[config.mk]
export PLATFORM = sky130hd
export DESIGN_NAME = mips_mc_ctrl_flat
export DESIGN_NICKNAME = d
export VERILOG_FILES = /design/src/rtl/mips_mc_ctrl_pkg.sv /design/src/rtl/mips_mc_ctrl_if.sv /design/src/rtl/mips_mc_decode.sv /design/src/rtl/mips_mc_ctrl.sv /design/src/flat_wrapper.sv
export SDC_FILE = /design/constraint.sdc
export NUM_CORES = 1
export LEC_CHECK = 0
export BUFFER_PORTS_ARGS = -buffer_cell sky130_fd_sc_hd__buf_2
export CAP_MARGIN = 20
export CORE_MARGIN = 3
export CORE_UTILIZATION = 45
export CTS_BUF_LIST = sky130_fd_sc_hd__clkbuf_2
export DETAILED_ROUTE_END_ITERATION = 10
export PLACE_DENSITY = 0.74
export RECOVER_POWER = 100
export SLEW_MARGIN = 20
export SYNTH_ARGS = -nofsm -noshare
export SYNTH_HDL_FRONTEND = slang
export SYNTH_SLANG_ARGS = --single-unit
[constraint.sdc]
create_clock -name CLK -period 3.1 [get_ports CLK]
set_input_delay 0.62 -clock CLK [delete_from_list [all_inputs] [get_ports CLK]]
set_output_delay 0.62 -clock CLK [all_outputs]
set_load 0.01 [all_outputs]
[src/rtl/mips_mc_ctrl_pkg.sv]
// Shared opcode, state, ALU-op and PC-select encodings for the multi-cycle MIPS controller.
package mips_mc_ctrl_pkg;

    localparam logic [5:0] OP_R_FORM = 6'h00,
                           OP_J      = 6'h02,
                           OP_BEQ    = 6'h04,
                           OP_ADDI   = 6'h08,
                           OP_LW     = 6'h23,
                           OP_SW     = 6'h2B;

    typedef enum logic [2:0] {
        FETCH  = 3'd0,
        DECODE = 3'd1,
        EXEC   = 3'd2,
        MEM    = 3'd3,
        WB     = 3'd4
    } state_t;

    localparam logic [1:0] ALU_ADD   = 2'd0,
                           ALU_SUB   = 2'd1,
                           ALU_FUNCT = 2'd2;

    localparam logic [1:0] PC_INC    = 2'd0,
                           PC_BRANCH = 2'd1,
                           PC_JUMP   = 2'd2;

    typedef struct packed {
        logic is_r;
        logic is_lw;
        logic is_sw;
        logic is_beq;
        logic is_j;
        logic is_addi;
        logic illegal;
    } dec_t;

endpackage

[src/rtl/mips_mc_ctrl_if.sv]
// Controller-to-datapath/memory bundle; master is the controller side.
interface mips_mc_ctrl_if #(parameter int unsigned CNT_W = 32);

    logic [31:0]      Ins;
    logic             zero;
    logic             imem_ack;
    logic             dmem_ack;
    logic             imem_req;
    logic             dmem_req;
    logic             dmem_we;
    logic             pc_we;
    logic [1:0]       pc_sel;
    logic             ir_we;
    logic             alu_src;
    logic [1:0]       alu_op;
    logic             reg_we;
    logic             reg_dst;
    logic             wb_sel;
    logic             ill_op;
    logic [2:0]       state;
    logic [CNT_W-1:0] icount;

    modport master (
        input  Ins, zero, imem_ack, dmem_ack,
        output imem_req, dmem_req, dmem_we, pc_we, pc_sel, ir_we,
               alu_src, alu_op, reg_we, reg_dst, wb_sel, ill_op, state, icount
    );

    modport slave (
        output Ins, zero, imem_ack, dmem_ack,
        input  imem_req, dmem_req, dmem_we, pc_we, pc_sel, ir_we,
               alu_src, alu_op, reg_we, reg_dst, wb_sel, ill_op, state, icount
    );

endinterface

[src/rtl/mips_mc_decode.sv]
// Combinational opcode classifier; anything outside the supported set is flagged illegal.
module mips_mc_decode
    import mips_mc_ctrl_pkg::*;
(
    input  logic [5:0] op,
    output dec_t       dec
);

    always_comb begin
        dec = '0;
        case (op)
            OP_R_FORM: dec.is_r    = 1'b1;
            OP_J:      dec.is_j    = 1'b1;
            OP_BEQ:    dec.is_beq  = 1'b1;
            OP_ADDI:   dec.is_addi = 1'b1;
            OP_LW:     dec.is_lw   = 1'b1;
            OP_SW:     dec.is_sw   = 1'b1;
            default:   dec.illegal = 1'b1;
        endcase
    end

endmodule

[src/rtl/mips_mc_ctrl.sv]
// Multi-cycle control FSM (IF/ID/EX/MEM/WB) with memory handshakes and a retired-instruction counter.
module mips_mc_ctrl
    import mips_mc_ctrl_pkg::*;
#(
    parameter int unsigned CNT_W = 32
) (
    input  logic          CLK,
    input  logic          RST,
    mips_mc_ctrl_if.master bus
);

    state_t           st;
    dec_t             dec;
    logic [CNT_W-1:0] cnt;

    mips_mc_decode u_decode (
        .op  (bus.Ins[31:26]),
        .dec (dec)
    );

    always_ff @(posedge CLK) begin
        if (RST) begin
            st  <= FETCH;
            cnt <= '0;
        end else begin
            case (st)
                FETCH:  if (bus.imem_ack) st <= DECODE;
                DECODE: st <= EXEC;
                EXEC: begin
                    if (dec.is_r || dec.is_addi) begin
                        st <= WB;
                    end else if (dec.is_lw || dec.is_sw) begin
                        st <= MEM;
                    end else begin
                        st <= FETCH;
                        if (dec.is_beq || dec.is_j) cnt <= cnt + CNT_W'(1);
                    end
                end
                MEM: begin
                    if (bus.dmem_ack) begin
                        if (dec.is_sw) begin
                            st  <= FETCH;
                            cnt <= cnt + CNT_W'(1);
                        end else begin
                            st <= WB;
                        end
                    end
                end
                WB: begin
                    st  <= FETCH;
                    cnt <= cnt + CNT_W'(1);
                end
                default: st <= FETCH;
            endcase
        end
    end

    // Strobes depend on same-cycle acks and zero, so they stay combinational; RST masks them all.
    always_comb begin
        bus.imem_req = 1'b0;
        bus.dmem_req = 1'b0;
        bus.dmem_we  = 1'b0;
        bus.pc_we    = 1'b0;
        bus.pc_sel   = PC_INC;
        bus.ir_we    = 1'b0;
        bus.alu_src  = 1'b0;
        bus.alu_op   = ALU_ADD;
        bus.reg_we   = 1'b0;
        bus.reg_dst  = 1'b0;
        bus.wb_sel   = 1'b0;
        bus.ill_op   = 1'b0;
        if (!RST) begin
            case (st)
                FETCH: begin
                    bus.imem_req = 1'b1;
                    if (bus.imem_ack) begin
                        bus.ir_we = 1'b1;
                        bus.pc_we = 1'b1;
                    end
                end
                EXEC: begin
                    bus.alu_src = dec.is_lw || dec.is_sw || dec.is_addi;
                    if (dec.is_r)        bus.alu_op = ALU_FUNCT;
                    else if (dec.is_beq) bus.alu_op = ALU_SUB;
                    if (dec.is_beq) begin
                        bus.pc_we  = bus.zero;
                        bus.pc_sel = PC_BRANCH;
                    end
                    if (dec.is_j) begin
                        bus.pc_we  = 1'b1;
                        bus.pc_sel = PC_JUMP;
                    end
                    bus.ill_op = dec.illegal;
                end
                MEM: begin
                    bus.dmem_req = 1'b1;
                    bus.dmem_we  = dec.is_sw;
                    bus.alu_src  = 1'b1;
                end
                WB: begin
                    bus.reg_we  = 1'b1;
                    bus.reg_dst = dec.is_r;
                    bus.wb_sel  = dec.is_lw;
                end
                default: ;
            endcase
        end
    end

    assign bus.state  = st;
    assign bus.icount = cnt;

endmodule

[src/flat_wrapper.sv]
// flat-port wrapper written by rule: the top's interface ports become plain ports
module mips_mc_ctrl_flat import mips_mc_ctrl_pkg::*;
#(
    parameter int unsigned CNT_W = 32
)
  (CLK, RST, bus_Ins, bus_zero, bus_imem_ack, bus_dmem_ack, bus_imem_req, bus_dmem_req, bus_dmem_we, bus_pc_we, bus_pc_sel, bus_ir_we, bus_alu_src, bus_alu_op, bus_reg_we, bus_reg_dst, bus_wb_sel, bus_ill_op, bus_state, bus_icount);
  mips_mc_ctrl_if #(.CNT_W(CNT_W)) bus_i ();
  input  logic CLK;
  input  logic RST;
  input wire logic [$bits(bus_i.Ins)-1:0] bus_Ins;
  input wire logic [$bits(bus_i.zero)-1:0] bus_zero;
  input wire logic [$bits(bus_i.imem_ack)-1:0] bus_imem_ack;
  input wire logic [$bits(bus_i.dmem_ack)-1:0] bus_dmem_ack;
  output wire logic [$bits(bus_i.imem_req)-1:0] bus_imem_req;
  output wire logic [$bits(bus_i.dmem_req)-1:0] bus_dmem_req;
  output wire logic [$bits(bus_i.dmem_we)-1:0] bus_dmem_we;
  output wire logic [$bits(bus_i.pc_we)-1:0] bus_pc_we;
  output wire logic [$bits(bus_i.pc_sel)-1:0] bus_pc_sel;
  output wire logic [$bits(bus_i.ir_we)-1:0] bus_ir_we;
  output wire logic [$bits(bus_i.alu_src)-1:0] bus_alu_src;
  output wire logic [$bits(bus_i.alu_op)-1:0] bus_alu_op;
  output wire logic [$bits(bus_i.reg_we)-1:0] bus_reg_we;
  output wire logic [$bits(bus_i.reg_dst)-1:0] bus_reg_dst;
  output wire logic [$bits(bus_i.wb_sel)-1:0] bus_wb_sel;
  output wire logic [$bits(bus_i.ill_op)-1:0] bus_ill_op;
  output wire logic [$bits(bus_i.state)-1:0] bus_state;
  output wire logic [$bits(bus_i.icount)-1:0] bus_icount;
  assign bus_i.Ins = bus_Ins;
  assign bus_i.zero = bus_zero;
  assign bus_i.imem_ack = bus_imem_ack;
  assign bus_i.dmem_ack = bus_dmem_ack;
  assign bus_imem_req = bus_i.imem_req;
  assign bus_dmem_req = bus_i.dmem_req;
  assign bus_dmem_we = bus_i.dmem_we;
  assign bus_pc_we = bus_i.pc_we;
  assign bus_pc_sel = bus_i.pc_sel;
  assign bus_ir_we = bus_i.ir_we;
  assign bus_alu_src = bus_i.alu_src;
  assign bus_alu_op = bus_i.alu_op;
  assign bus_reg_we = bus_i.reg_we;
  assign bus_reg_dst = bus_i.reg_dst;
  assign bus_wb_sel = bus_i.wb_sel;
  assign bus_ill_op = bus_i.ill_op;
  assign bus_state = bus_i.state;
  assign bus_icount = bus_i.icount;
  mips_mc_ctrl #(.CNT_W(CNT_W)) u_core (.CLK(CLK), .RST(RST), .bus(bus_i));
endmodule
Yosys cells after proc, flatten, opt, wreduce, memory -nomap -nowiden
Index checks and enable logic that the tools add are counted.

storage, ports and cells
  word-level logic and storage cells = 77
  input bits = 37
  register bits = 35

operators by class
  reductions and logical operators = 10
  eq/ne operators = 15
  $add $sub $neg = 1
  mux-type cells = 49

operators with widths
  kind                                                                      count
  32-bit 2-to-1 mux                                                         5
  32-bit case mux with 3 select lines                                       1
  32-bit by 1-bit adder with 32-bit output (second input constant)          1
  1-bit 2-to-1 mux                                                          29
  2-bit 2-to-1 mux                                                          7
  6-bit equality test (second input constant)                               2
  3-bit 2-to-1 mux                                                          4
  3-bit case mux with 4 select lines                                        1
  2-bit inequality test (second input constant)                             4
  3-bit by 2-bit equality test with 1-bit output (second input constant)    2
  6-bit by 2-bit equality test with 1-bit output (second input constant)    1
  6-bit by 3-bit equality test with 1-bit output (second input constant)    1
  6-bit by 4-bit equality test with 1-bit output (second input constant)    1
  6-bit logical NOT                                                         1
  6-bit AND reduction                                                       1
  6-bit OR reduction                                                        1
  1-bit logical OR                                                          4
  2-bit by 1-bit inequality test with 1-bit output (second input constant)  2
  1-bit case mux with 2 select lines                                        2
  3-bit by 1-bit equality test with 1-bit output (second input constant)    1
  3-bit equality test (second input constant)                               1
  3-bit logical NOT                                                         1
  3-bit nonzero test                                                        1
  2-bit AND reduction                                                       1

Logic depth before layout (Yosys ltp)
  depth after elaboration = 7
  gate-level depth with buffers = 7
  mapped depth without buffers = 5

Modules after synthesis
Synthesis repeated with hierarchy kept, for this count alone.

second synthesis, totals
  cell total of the unflattened synthesis = 249
  area total of the unflattened synthesis = 1988.2 sq um

modules (own cells, without submodules)
  module          instances  sequential area each (sq um)  cells each  area each (sq um)
  mips_mc_ctrl    1          700.7                         236         1890.6
  mips_mc_decode  1          0.0                           13          97.6

Worst setup path before layout
Ideal clock, no wire load.

  path type = input to output
  from = input bus_Ins[26]
  to = output bus_alu_op[0]
  path slack = 0.321 ns
  required time = 2.480 ns
  cell stages on the path = 4
  path buffers = 1
  data arrival time = 2.159 ns
  path through = or4_1 -> clkbuf_1 -> or4_1 -> nor3b_1

on the way
  word-level cells in the longest chain between the ends = 6
  elaborated cells between the ends (all ways) = 8
  those cells by class = 1 x eq/ne; 6 x mux; 1 x reduce/logical

ends and longest elaborated chain
  item                                            RTL line              source
  from (decl)                                     flat_wrapper.sv:10    input wire logic [$bits(bus_i.Ins)-1:0] bus_Ins;
  6-bit by 3-bit equality test with 1-bit output  mips_mc_decode.sv:11  case (op)
  1-bit 2-to-1 mux                                mips_mc_decode.sv:11
  1-bit 2-to-1 mux                                mips_mc_ctrl.sv:84    else if (dec.is_beq) bus.alu_op = ALU_SUB;
  2-bit 2-to-1 mux *                              mips_mc_ctrl.sv:83    if (dec.is_r) bus.alu_op = ALU_FUNCT;
  2-bit 2-to-1 mux *                              mips_mc_ctrl.sv:73    case (st)
  2-bit 2-to-1 mux *                              mips_mc_ctrl.sv:72    if (!RST) begin
  to (decl)                                       flat_wrapper.sv:21    output wire logic [$bits(bus_i.alu_op)-1:0] bus_alu_op;

Every way passes the cells marked *; elsewhere a longest branch is shown, timed or not.

Worst setup path in the final report
  from = input bus_Ins[26]
  to = output bus_pc_sel[0]

on the way
  word-level cells in the longest chain between the ends = 6
  elaborated cells between the ends (all ways) = 8
  those cells by class = 2 x eq/ne; 6 x mux

ends and longest elaborated chain
  item                                            RTL line              source
  6-bit by 3-bit equality test with 1-bit output  mips_mc_decode.sv:11
  1-bit 2-to-1 mux                                mips_mc_decode.sv:11
  1-bit 2-to-1 mux                                mips_mc_ctrl.sv:85    if (dec.is_beq) begin
  2-bit 2-to-1 mux *                              mips_mc_ctrl.sv:89    if (dec.is_j) begin
  2-bit 2-to-1 mux *                              mips_mc_ctrl.sv:73
  2-bit 2-to-1 mux *                              mips_mc_ctrl.sv:72
  to (decl)                                       flat_wrapper.sv:18    output wire logic [$bits(bus_i.pc_sel)-1:0] bus_pc_sel;

Marks and branches as above.

==> metrics <==
Design Power 0.7308 mW; critical setup path kind in2out; post-CTS setup buffers 0; total count of max-transition violations in the final report 0; DRC marker count from the first detailed-route iteration 152; leading cell types by total area after synthesis sky130_fd_sc_hd__dfxtp_1 (31%), sky130_fd_sc_hd__mux2_2 (9.9%), sky130_fd_sc_hd__nor2b_1 (7.7%); layout overhead on the synthesized area 11.32%; number of storage elements in the synthesis netlist 35; final design instance area without fill 2535 um2; CTS clock-pin slew for the worst setup and hold paths 0.16 ns; clock latency at the later pin of the worst-skew pair 0.37 ns; Peak VDD IR 165.8 uV; post-synth top area share 30.77%; largest net degree at the start of global routing 54; number of H-tree branching levels 2; Routed WL per cell 12.95 um; final routed DRC violation total 0; # IOs 86; share of the clock period used by the worst path after layout 92.97%; CTS root buffer sky130_fd_sc_hd__clkbuf_2; clock tree from TritonCTS done; quantity of gates resized following cts 0; global-route wire length before repair 8935 um; commonest register cell after synthesis sky130_fd_sc_hd__dfxtp_1; Core Region 4817 um2; Initial Utilization 47.27%; global route total overflow 0; RePlAce Congestion 0.7956; post-detail-place hpwl 3763 um; number of antenna violations at the first check in global routing 0; count of buffers from port buffering 59; leakage power of the design 0.9065 nW; Clock Sinks 35; Placed Area 2640 um2; cell row count 25; fraction of layout instances using a drive strength above 1 13.64%; number of buffers created by CTS 5; mean cell area of the mapped netlist 8.281 um2; number of endpoints with negative hold slack in the final report 0; flip-flop and latch area 700.7 um2; distinct cell type count of the synthesized netlist 41; vias in the first global route 2,004; Pwr Density 288.3 nW/um2; yosys warns 0; number of antenna repair diodes 0; Bufs on Longest Clock Path 2; clk_skew 0.02161 ns; max_slew headroom 58.44%; async set-or-reset flop fraction in the synthesized netlist 0%; most frequent cell after synthesis sky130_fd_sc_hd__nor2_1; cell types with the highest counts after synthesis sky130_fd_sc_hd__nor2_1 (44), sky130_fd_sc_hd__dfxtp_1 (35), sky130_fd_sc_hd__nor2b_1 (28); global-route total usage across every layer 17.84%; data required time at the worst endpoint 2.48 ns; number of nets still failing antenna checks after routing 0; path class of the lowest-slack min-delay path in2reg; hold buffer count at cts 0; post-DR vias/cell 5.562; unrepaired setup endpoints after global routing no; data arrival at the endpoint of the critical path 2.26 ns; top cell type by total area after synthesis sky130_fd_sc_hd__dfxtp_1; overall die area 5950 um2; Post-layout nets 367; chip height 77.14 um; Pre-antenna DRT Iters 4; critical-path maximum fanout 4; Synth Net Count 313; horizontal die dimension 77.14 um; summed instance area of the synthesized netlist 2277 um2; Post-synth EDFFs 0; final total negative setup slack 0 ns; pin slew with the least headroom to its limit 0.6077 ns; overall via count from detail_route 2,208; Final Routed Wirelength 5140 um; type of element launching the critical path input pin; Fmax achieved 347.0 MHz; fill cell instance count of the final layout 519; count of mapped cells out of synthesis 275; final period demand of the worst path 2.882 ns; run status complete, no violations; Final setup violation count 0; category of the worst setup path capture point output port; max-cap violation count 0; total area of multi-input combinational cells 1401 um2; post-route core utilization 52.62%; post-synthesis sequential area ratio 30.77%
path summary, 6_finish.rpt:
| path | slack, ns | depth (start not counted) | from | end |
|---|---|---|---|---|
| min reg2reg | 0.56 | 2 | u_core.bus.icount[1]$_SDFFE_PP0P_ | u_core.bus.icount[1]$_SDFFE_PP0P_ |
| max | 0.22 | 5 | bus_Ins[26] | bus_pc_sel[0] |
| min | 0.51 | 3 | bus_imem_ack | u_core.bus.state[0]$_SDFFE_PP0P_ |
| max reg2reg | 0.34 | 5 | u_core.bus.state[1]$_SDFFE_PP0P_ | u_core.bus.icount[26]$_SDFFE_PP0P_ |
cell usage in the layout, fill, tap and decap left out, types with 10 or more instances in the layout:
cell type,count
sky130_fd_sc_hd__a2111oi_0,10
sky130_fd_sc_hd__a211oi_1,10
sky130_fd_sc_hd__a21oi_1,11
sky130_fd_sc_hd__buf_2,10
sky130_fd_sc_hd__clkbuf_1,53
sky130_fd_sc_hd__dfxtp_1,35
sky130_fd_sc_hd__mux2_1,10
sky130_fd_sc_hd__mux2_2,20
sky130_fd_sc_hd__nand2_1,11
sky130_fd_sc_hd__nand3_1,12
sky130_fd_sc_hd__nor2_1,44
sky130_fd_sc_hd__nor2b_1,28
worst max-delay path, stage by stage:
cell,delay [ns]
sky130_fd_sc_hd__clkbuf_1,0.10
sky130_fd_sc_hd__or4_1,0.59
sky130_fd_sc_hd__or4_1,0.57
sky130_fd_sc_hd__nor3b_1,0.21
sky130_fd_sc_hd__clkbuf_1,0.17
registers in the layout, indices dropped and copies added, names as in the netlist:
| name | flops |
|---|---|
| u_core.bus.icount | 32 |
| u_core.bus.state | 3 |
kinds of logic (layout without fill, tap and decap cells):
| family | after synthesis | after routing | synth area share [%] |
|---|---|---|---|
| compound gates | 42 | 42 | 16.04 |
| xor+xnor | 1 | 1 | 0.3847 |
| fa+ha+maj | 1 | 1 | 0.5494 |
| buf+inv | 26 | 81 | 4.670 |
| flops | 35 | 35 | 30.77 |
| mux | 30 | 30 | 14.84 |
| simple gates | 140 | 140 | 32.75 |
through the flow:
step                hold WS, ns  worst slack, ns  std cells
finish                   0.5072           0.2180        397
global route             0.4736          0.07471        397
CTS                      0.4831           0.2124        397
detailed placement       0.5264           0.1178        389
global placement         0.5058           0.1567        389
floorplan                0.5244           0.3214        275
cell type report:
cell class              instances  area share, %
clock buffers                   7          1.382
clock inverters                 1         0.1974
inverters                       4         0.5923
multi-input cells             214          55.28
flip-flops and latches         35          27.64
well taps                      67          3.307
repair buffers                 69          11.60
report_power, final:
| group | total [mW] | switching [mW] | internal [mW] |
|---|---|---|---|
| Sequential | 0.457 | 0.00462 | 0.452 |
| Clock | 0.217 | 0.155 | 0.0618 |
| Combinational | 0.0570 | 0.0374 | 0.0196 |
routing by layer:
metal / part of all wire [%] / GRT usage, % / up-vias / routed length (um)
li1: - / - / 1104 / -
met1: 46 / 22.62 / 1037 / 2358
met2: 48 / 29.79 / 60 / 2473
met3: 5.2 / 3.756 / 7 / 268
met4: 0.78 / 6.228 / 0 / 40
met5: 0 / 0 / - / 0
Power figures use the tool's default switching activity.
